**config.mk**
```make
export PLATFORM = sky130hd
export DESIGN_NAME = count_seq_ctrl
export DESIGN_NICKNAME = d
export VERILOG_FILES = /design/src/rtl/count_seq_ctrl.sv
export SDC_FILE = /design/constraint.sdc
export NUM_CORES = 1
export LEC_CHECK = 0
export ABC_AREA = 1
export BUFFER_PORTS_ARGS = -buffer_cell sky130_fd_sc_hd__buf_2
export CORE_UTILIZATION = 30
export CTS_CLUSTER_DIAMETER = 120
export DETAILED_ROUTE_END_ITERATION = 10
export PLACE_DENSITY = 0.65
export REMOVE_ABC_BUFFERS = 1
export SYNTH_ARGS = -nofsm -noshare
export SYNTH_HDL_FRONTEND = slang
export SYNTH_SLANG_ARGS = --single-unit
export TNS_END_PERCENT = 30
```
**constraint.sdc**
```tcl
create_clock -name clk -period 2.31 [get_ports clk]
set_clock_uncertainty 0.15 [all_clocks]
set_input_delay 0.462 -clock clk [delete_from_list [all_inputs] [get_ports clk]]
set_output_delay 0.462 -clock clk [all_outputs]
set_load 0.1 [all_outputs]
```
**src/rtl/count_seq_ctrl.sv**
```systemverilog
// count_seq_ctrl
//    Turns a free-running N-bit loadable up-counter into a start/stop/pause interval
//    timer. It drives the counter's Load/In/En pins and watches its Cout/Out pins.
//    It can reload the preset at terminal count and keeps a saturating tally of the
//    reloads. The design uses one clock domain. Outputs come from registers or from
//    the registered state.
//
// Parameters
//    N        counter width, must match the downstream counter
//    WW       width of the reload tally
//
// Ports
//    clk       in   system clock, rising edge
//    rst       in   asynchronous active-low reset
//    start     in   begin a run with preset (accepted only in IDLE)
//    stop      in   abort the run, return to IDLE
//    pause     in   level; freezes the counter while in RUN
//    auto_rl   in   reload preset at terminal count and keep running
//    preset    in   start value, captured when start is accepted
//    cnt_cout  in   counter carry-out (all ones and En)
//    cnt_q     in   counter value (status mirror only)
//    ld        out  counter Load
//    ld_val    out  counter In (captured preset)
//    cnt_en    out  counter En
//    busy      out  high in LOAD/RUN/HOLD
//    done      out  one-cycle pulse after a terminal count
//    wraps     out  auto-reloads since start, saturating
//    cur_q     out  registered copy of cnt_q
module count_seq_ctrl #(
   parameter int unsigned N  = 10,
   parameter int unsigned WW = 8
) (
   input  logic          clk,
   input  logic          rst,
   input  logic          start,
   input  logic          stop,
   input  logic          pause,
   input  logic          auto_rl,
   input  logic [N-1:0]  preset,
   input  logic          cnt_cout,
   input  logic [N-1:0]  cnt_q,
   output logic          ld,
   output logic [N-1:0]  ld_val,
   output logic          cnt_en,
   output logic          busy,
   output logic          done,
   output logic [WW-1:0] wraps,
   output logic [N-1:0]  cur_q
);

   typedef enum logic [1:0] {
      StIdle = 2'd0,
      StLoad = 2'd1,
      StRun  = 2'd2,
      StHold = 2'd3
   } state_e;

   state_e        state_q, state_d;
   logic [N-1:0]  shadow_q, shadow_d;
   logic [WW-1:0] wraps_q, wraps_d;
   logic          done_q, done_d;
   logic [N-1:0]  mirror_q;

   // Next-state logic. In RUN, stop beats terminal count, and terminal count beats pause.
   // So a pause that arrives with Cout never strands the timer in HOLD.
   always_comb begin
      state_d  = state_q;
      shadow_d = shadow_q;
      wraps_d  = wraps_q;
      done_d   = 1'b0;

      case (state_q)
         StIdle: begin
            // If start and stop arrive together, start wins. stop only matters once busy.
            if (start) begin
               shadow_d = preset;
               wraps_d  = '0;
               state_d  = StLoad;
            end
         end

         StLoad: begin
            state_d = stop ? StIdle : StRun;
         end

         StRun: begin
            if (stop) begin
               state_d = StIdle;
            end else if (cnt_cout) begin
               done_d = 1'b1;
               if (auto_rl) begin
                  state_d = StLoad;
                  if (wraps_q != {WW{1'b1}}) begin
                     wraps_d = wraps_q + 1'b1;
                  end
               end else begin
                  state_d = StIdle;
               end
            end else if (pause) begin
               state_d = StHold;
            end
         end

         StHold: begin
            // The counter is disabled here, so it cannot raise Cout.
            if (stop) begin
               state_d = StIdle;
            end else if (!pause) begin
               state_d = StRun;
            end
         end

         default: begin
            state_d = StIdle;
         end
      endcase
   end

   always_ff @(posedge clk or negedge rst) begin
      if (!rst) begin
         state_q  <= StIdle;
         shadow_q <= '0;
         wraps_q  <= '0;
         done_q   <= 1'b0;
         mirror_q <= '0;
      end else begin
         state_q  <= state_d;
         shadow_q <= shadow_d;
         wraps_q  <= wraps_d;
         done_q   <= done_d;
         mirror_q <= cnt_q;
      end
   end

   // Decoding from the state register makes cnt_en drop together with the async reset.
   assign ld     = (state_q == StLoad);
   assign cnt_en = (state_q == StRun);
   assign busy   = (state_q != StIdle);
   assign ld_val = shadow_q;
   assign done   = done_q;
   assign wraps  = wraps_q;
   assign cur_q  = mirror_q;

endmodule

```
==> summary.txt, run 1 <==
Status
  – Outcome: complete, no violations

Timing
  – Worst slew pin tran: 0.676 ns
  – Unrepaired setup endpoints after global routing: false
  – Period utilisation layout: 88.6%
  – Highest clock rate: 489 MHz
  – Fin worst setup slack: 0.263 ns
  – Final hold viol count: 0
  – Final Setup Violations: 0
  – Fin crit period: ~2 ns
  – Slew HR: 54.9%
  – Slew Limit Fails: 0

Clock network
  – Clk buf depth: 2
  – CTS Buf Count: 5
  – CTS tree: built
  – Hold buffers post-CTS: 0
  – CTS Root Cell: clkbuf_8
  – Clock sinks: 31
  – Post-CTS sizing: 0
  – Post-CTS Setup Repair Bufs: 0
  – H-tree depth: 2
  – Clk Latency, worst-skew pair: 0.28 ns
  – Clock transition at the registers of the reported paths: 0.06 ns

Routing
  – Pre-antenna DRT Iters: 4
  – Vias per inst: 4.32
  – Remaining DRCs: 0
  – WL final: about 2.6 mm
  – Vias: 1003
  – Post-DRT Antenna Nets: 0
  – Iter 0 DRT Violations: 21
  – Wire length per cell: 11.1 um

Final layout
  – Area grow syn2layout: 35.4%
  – ANT cells: 0
  – Final #Nets: 209
  – Layout cells sized above 1: roughly 46%

Yosys
  – Syn Inst Count: 117
  – EDFF count, synth: 0
  – Top cell type's share of synthesized area: between 50 and 60%
  – Synth Cell Area: 1300 um2
  – Post-synthesis sequential area ratio: 59.8%
  – Netlist cell types: 21
  – FF+latch count, synth: 31
  – Most used flip-flop cell after synthesis: dfrtp_1
  – Post-Syn Area per Cell: 11.1 um2
  – Post-synth top area cell: dfrtp_1
  – Ys Warns: 0
  – Synth top area cells: dfrtp_1 60%, mux2_4 12%, nand2_1 8.1%, inv_1 3.5%, o21ai_0 3.1%
  – Share of flip-flops with an asynchronous set or reset: 100%

Place
  – Placer Congestion: 0.721
  – IO Port Bufs: 58
  – HPWL Detailed: 1.89 mm
  – Worst slack, placed: approximately 0.57 ns

Worst setup path
  – WS Path Type: reg2out
  – Crit path max fanout: 6
  – Setup crit start kind: register
  – Worst Path Required: 1.70 ns
  – CP endpoint kind: output port
  – Arr. time, crit path: around 1.4 ns

Die
  – Core ar.: 4090 um2
  – DIE HEIGHT: 67.7 um
  – FP Rows: 23
  – DIE AREA: roughly 4600 um2
  – Die X: ~68 um
  – Initial core utilization: approximately a third
  – Io pins: 59

Global route
  – Largest net degree at the start of global routing: 32
  – Gr ovfl total: 0
  – Total global-route track usage: a little over an eighth
  – Initial antenna violation count: 0
  – Vias in the first global route: 1050
  – First-pass GRT wire length: around 4.5 mm

Power
  – Peak supply drop: roughly 1.1 mV
  – Power Total: 0.00281 W
  – Power Density: 1600 nW/um2
  – LEAKAGE: 0.952 nW

Flow run
  – Max cap viols: 0

Worst hold path
  – HP Class: in2async
[worst max-delay path, stage by stage (launching register included)]
cell and delay (ns):
dfrtp_1 0.44, inv_1 0.09, nand2_1 0.08, inv_1 0.11, buf_2 0.44
[per-stage QoR]
step	util (%)	instances	hold slack, ns	TNS, ns	area [um2]
6_report	43.0	232	0.0681	0	1760
5_1_grt	43.0	232	0.120	0	1760
4_1_cts	43.0	232	0.0887	0	1760
3_5_place_dp	40.1	224	0.338	0	1640
3_3_place_gp	40.1	224	0.345	0	1640
2_1_floorplan	-	116	0.0164	-0.0260	1280
[worst paths after layout]
check	startpoint	endpoint	slack, ns	cells after the start
setup reg to reg	state_q[1]	wraps[3]	0.64	6
max in group asynchronous	rst	wraps[1]	1.50	1
min in group clk	cnt_q[9]	cur_q[9]	0.14	1
hold / removal	rst	ld_val[1]	0.07	1
setup / recovery	state_q[0]	cnt_en	0.26	4
hold reg to reg	ld_val[8]	ld_val[8]	0.36	1
[state kept, by name, indices dropped and copies added (netlist names)]
name	flops
cur_q	10
ld_val	10
wraps	8
state_q	2
done	1
[placed cells by master (no fill, tap or decap)]
| cell type | n |
|---|---|
| o21bai_1 | 1 |
| xnor2_1 | 1 |
| or2_2 | 1 |
| bufinv_16 | 1 |
| nand3_2 | 2 |
| ha_1 | 1 |
| mux2_4 | 10 |
| clkinv_2 | 1 |
| nor3_1 | 1 |
| inv_1 | 12 |
| nand2_2 | 2 |
| a21oi_1 | 2 |
| o21ai_0 | 8 |
| nor2_1 | 6 |
| o21ai_1 | 1 |
| nand3_1 | 3 |
| dfrtp_1 | 31 |
| nand2_1 | 28 |
| nand4_1 | 1 |
| clkbuf_8 | 6 |
| nor2_2 | 2 |
| buf_2 | 58 |
| o21a_1 | 1 |
| xor2_1 | 2 |
[cell usage after synthesis (2+ instances only)]
| cell type | number |
|---|---|
| o21ai_0 | 8 |
| dfrtp_1 | 31 |
| a21oi_1 | 2 |
| nor2_1 | 6 |
| xor2_1 | 2 |
| mux2_4 | 10 |
| nand2_1 | 28 |
| nand2_2 | 2 |
| inv_1 | 12 |
| nand3_2 | 2 |
| nand3_1 | 3 |
| nor2_2 | 2 |
[cell type report]
type | instances | area [um2]
clock buffer | 6 | 82.6
clock inverter | 2 | 35.0
multi-input combinational | 73 | 464
fill | 419 | 2330
timing repair buffer | 58 | 290
inverter | 12 | 45.0
sequential | 31 | 776
tap | 50 | 62.6
[logic make-up (layout without fill, tap and decap cells)]
logic type | count (synthesis) | after routing | share of synthesized area, %
fa+ha+maj | 1 | 1 | 0.965
compound gates | 13 | 13 | 5.41
mux | 10 | 10 | 11.6
simple gates | 46 | 46 | 15.8
flops | 31 | 31 | 59.8
buf+inv | 13 | 78 | 4.34
xor+xnor | 3 | 3 | 2.03
[metal layers]
layer  track usage [%]  routed length (um)  up-vias
met2              22.5                1170       42
met5                 0                   0        -
met4              5.59                  41        0
li1                  -                   -      501
met1              15.0                1190      455
met3              5.74                 179        5
[power by group]
part           total [W]  internal (W)  leakage [nW]  switching, W
clock           0.000542      0.000348        0.0612      0.000194
sequential      0.000763      0.000670         0.384     0.0000934
combinational    0.00150      0.000290         0.507       0.00121
(Power assumes the default switching activity.)
==> inputs of run 2 (changes only) <==
ABC_AREA = default   (was 1)
==> summary.txt, run 2 <==
Global route
  – Total global-route track usage: 13.7% (+0.14 points)
  – Largest net degree at the start of global routing: 32 (unchanged)
  – Vias in the first global route: 1019 (-3.0%)
  – Met3 GRT Util: 5.91% (+0.17 points)
  – Gr ovfl total: 0 (unchanged)
  – Met1 Usage GRT: 16.0% (+0.98 points)
  – First-pass GRT wire length: 4.44 mm (-0.31%)
  – Initial antenna violation count: 0 (unchanged)
  – Met2 usage: 20.6% (-1.9 points)
  – Grt peak-use layer: met2

Timing
  – Slew Limit Fails: 0 (unchanged)
  – Post-route setup TNS: 0 ns (unchanged)
  – Period utilisation layout: 93.0% (+4.4 points)
  – Fin crit period: 2.15 ns (+0.103 ns)
  – Worst slew pin tran: 0.668 ns (-0.00829 ns)
  – Final Setup Violations: 0 (unchanged)
  – Unrepaired setup endpoints after global routing: false
  – Final hold slack: 0.0474 ns (-0.0206 ns)
  – Highest clock rate: 465 MHz (-4.8%)
  – Slew HR: 55.5% (+0.55 points)
  – Final hold viol count: 0 (unchanged)

Clock network
  – Clk Latency, worst-skew pair: 0.29 ns (about the same)
  – CTS Buf Count: 5 (unchanged)
  – CTS Root Cell: clkbuf_8
  – Clk buf depth: 2 (unchanged)
  – Clock sinks: 31 (unchanged)
  – Post-CTS Setup Repair Bufs: 0 (unchanged)
  – CTS tree: built
  – Clock transition at the registers of the reported paths: 0.07 ns (about the same)
  – H-tree depth: 2 (unchanged)

Die
  – Initial core utilization: 31.5% (-0.18 points)
  – DIE AREA: 4530 um2 (-1.2%)
  – FP Rows: 23 (unchanged)
  – Die X: 67.3 um (-0.61%)
  – DIE HEIGHT: 67.3 um (-0.61%)
  – Io pins: 59 (unchanged)
  – Core ar.: 4060 um2 (-0.70%)

Yosys
  – Post-Syn Area per Cell: 12.7 um2 (+14%)
  – Top cell type's share of synthesized area: 60.6% (+0.76 points)
  – Most used flip-flop cell after synthesis: dfrtp_1
  – Netlist cell types: 34 (+62%)
  – Most frequent cell after synthesis: dfrtp_1
  – Share of flip-flops with an asynchronous set or reset: 100% (unchanged)
  – Ys Warns: 0 (unchanged)
  – Synth top area cells: dfrtp_1 61%, mux2_2 8.8%, a21oi_1 2.3%, o21ai_0 2.0%, nor2_1 1.8%
  – Synth Cell Area: 1280 um2 (-1.3%)
  – FF+latch count, synth: 31 (unchanged)
  – Syn Inst Count: 101 (-14%)
  – Post-synth top area cell: dfrtp_1
  – EDFF count, synth: 0 (unchanged)
  – Post-synthesis sequential area ratio: 60.6% (+0.76 points)
  – Synth top cells by count: 31 x dfrtp_1, 10 x mux2_2, 6 x a21oi_1, 6 x nor2_1

Final layout
  – Layout cells sized above 1: 53.3% (+7.7 points)
  – Final Cell Area: 1720 um2 (-2.2%)
  – Final #Nets: 194 (-7.2%)
  – Number of fill cells: 385 (-8.1%)
  – ANT cells: 0 (unchanged)
  – Most common cell after layout, fill and taps aside: buf_2
  – Area grow syn2layout: 34.1%
  – Commonest non-fill, non-tap cells in the layout: 57 x buf_2, 31 x dfrtp_1, 10 x mux2_2
  – Non-Filler Instances: 217 (-6.5%)

Flow run
  – Max cap viols: 0 (unchanged)

Worst hold path
  – HP Class: in2async

Worst setup path
  – Worst Path Required: 1.70 ns (about the same)
  – Critical Path Source: state_q[0]
  – WS Path Type: reg2out
  – R2R cell count: 5 (-1)
  – Setup slack, reg-to-reg: 0.54 ns (-0.10 ns)
  – R2R Path End: wraps[5]
  – Setup crit start kind: register
  – Arr. time, crit path: 1.54 ns (+0.11 ns)
  – R2r startpoint: wraps[0]
  – Crit path max fanout: 7 (+1)
  – CP endpoint kind: output port

Place
  – Dpl cell area: 1630 um2 (-0.53%)
  – Placer Congestion: 0.837 (+16%)
  – HPWL Detailed: 2.01 mm (+6.0%)
  – IO Port Bufs: 58 (unchanged)
  – Placed cells: 209 (-6.7%)

Routing
  – Wire length per cell: 12.5 um (+12%)
  – Iter 0 DRT Violations: 29 (+38%)
  – Remaining DRCs: 0 (unchanged)
  – Post-DRT Antenna Nets: 0 (unchanged)
  – Vias per inst: 4.76 (+10%)
  – Pre-antenna DRT Iters: 4 (unchanged)
  – WL final: 2.71 mm (+4.9%)
  – Vias: 1032 (+2.9%)

Power
  – Power Total: 0.00180 W (-36%)
  – LEAKAGE: 0.879 nW (-7.7%)
  – Peak supply drop: 0.588 mV (-47%)
  – Power Density: 1050 nW/um2 (-34%)

Status
  – Outcome: complete, no violations
run 2: changes by cell type in the layout (fill, tap and decap cells not counted), sizes merged, moves of 2 or more:
cell   before  now
nand2      30    5
o31ai       0    2
a21o        0    2
nor2        8    6
and3        0    3
a31oi       0    2
o21ai       9    5
a21oi       2    6
xor2        2    0
inv        12    5
run 2: logic make-up after synthesis:
kind of cell | after synthesis | synth area share, %
adders and majority gates | 1 | 0.977
AOI/OAI and AO/OA | 22 | 12.0
buffers and inverters | 7 | 2.93
muxes | 10 | 8.80
and+or+nand+nor | 30 | 14.7
DFF | 31 | 60.6
run 2: through the flow:
stage               utilization [%]  setup WS [ns]
floorplan                         -         0.0498
global placement               40.1          0.401
detailed placement             40.1          0.382
CTS                            42.2         0.0627
global route                   42.3         0.0888
finish                         42.3          0.161
run 2: where the power goes:
part | internal [W] | total [W] | switching (W)
logic | 0.000137 | 0.000744 | 0.000607
clock network | 0.000210 | 0.000416 | 0.000206
registers | 0.000607 | 0.000641 | 0.0000336
run 2: repair_timing:
item | 4_1_cts | 5_1_grt
setup endpoints to repair | 0 | 1
hold buffers | 0 | 0
gates resized for setup | 0 | 1
endpoints found under the hold margin | 0 | 0
run 2: worst max path at each step:
stage | endpoint | slack [ns]
detailed placement | cnt_en | 0.38
global placement | cnt_en | 0.40
floorplan | wraps[7] | 0.05
global route | cnt_en | 0.09
CTS | cnt_en | 0.06
finish | cnt_en | 0.16
run 2: critical path, stage by stage (launching register included):
cell      delay, ns
dfrtp_1        0.44
or2b_4         0.31
inv_1          0.14
clkbuf_4       0.36
run 2: final cells by class:
class                           instances  area [um2]  area share, %
Sequential cell                        31         776           45.2
Multi-Input combinational cell         63         467           27.2
Timing Repair Buffer                   60         308           17.9
Clock buffer                            6        72.6           4.23
Tap cell                               50        62.6           3.64
Inverter                                5        18.8           1.09
Clock inverter                          2        12.5          0.729
run 2: metal layers:
| metal | vias to the layer above | share of wire, % |
|---|---|---|
| li1 | 496 | - |
| met1 | 479 | 43 |
| met2 | 49 | 45 |
| met3 | 8 | 9.1 |
| met4 | 0 | 2.5 |
| met5 | - | 0 |
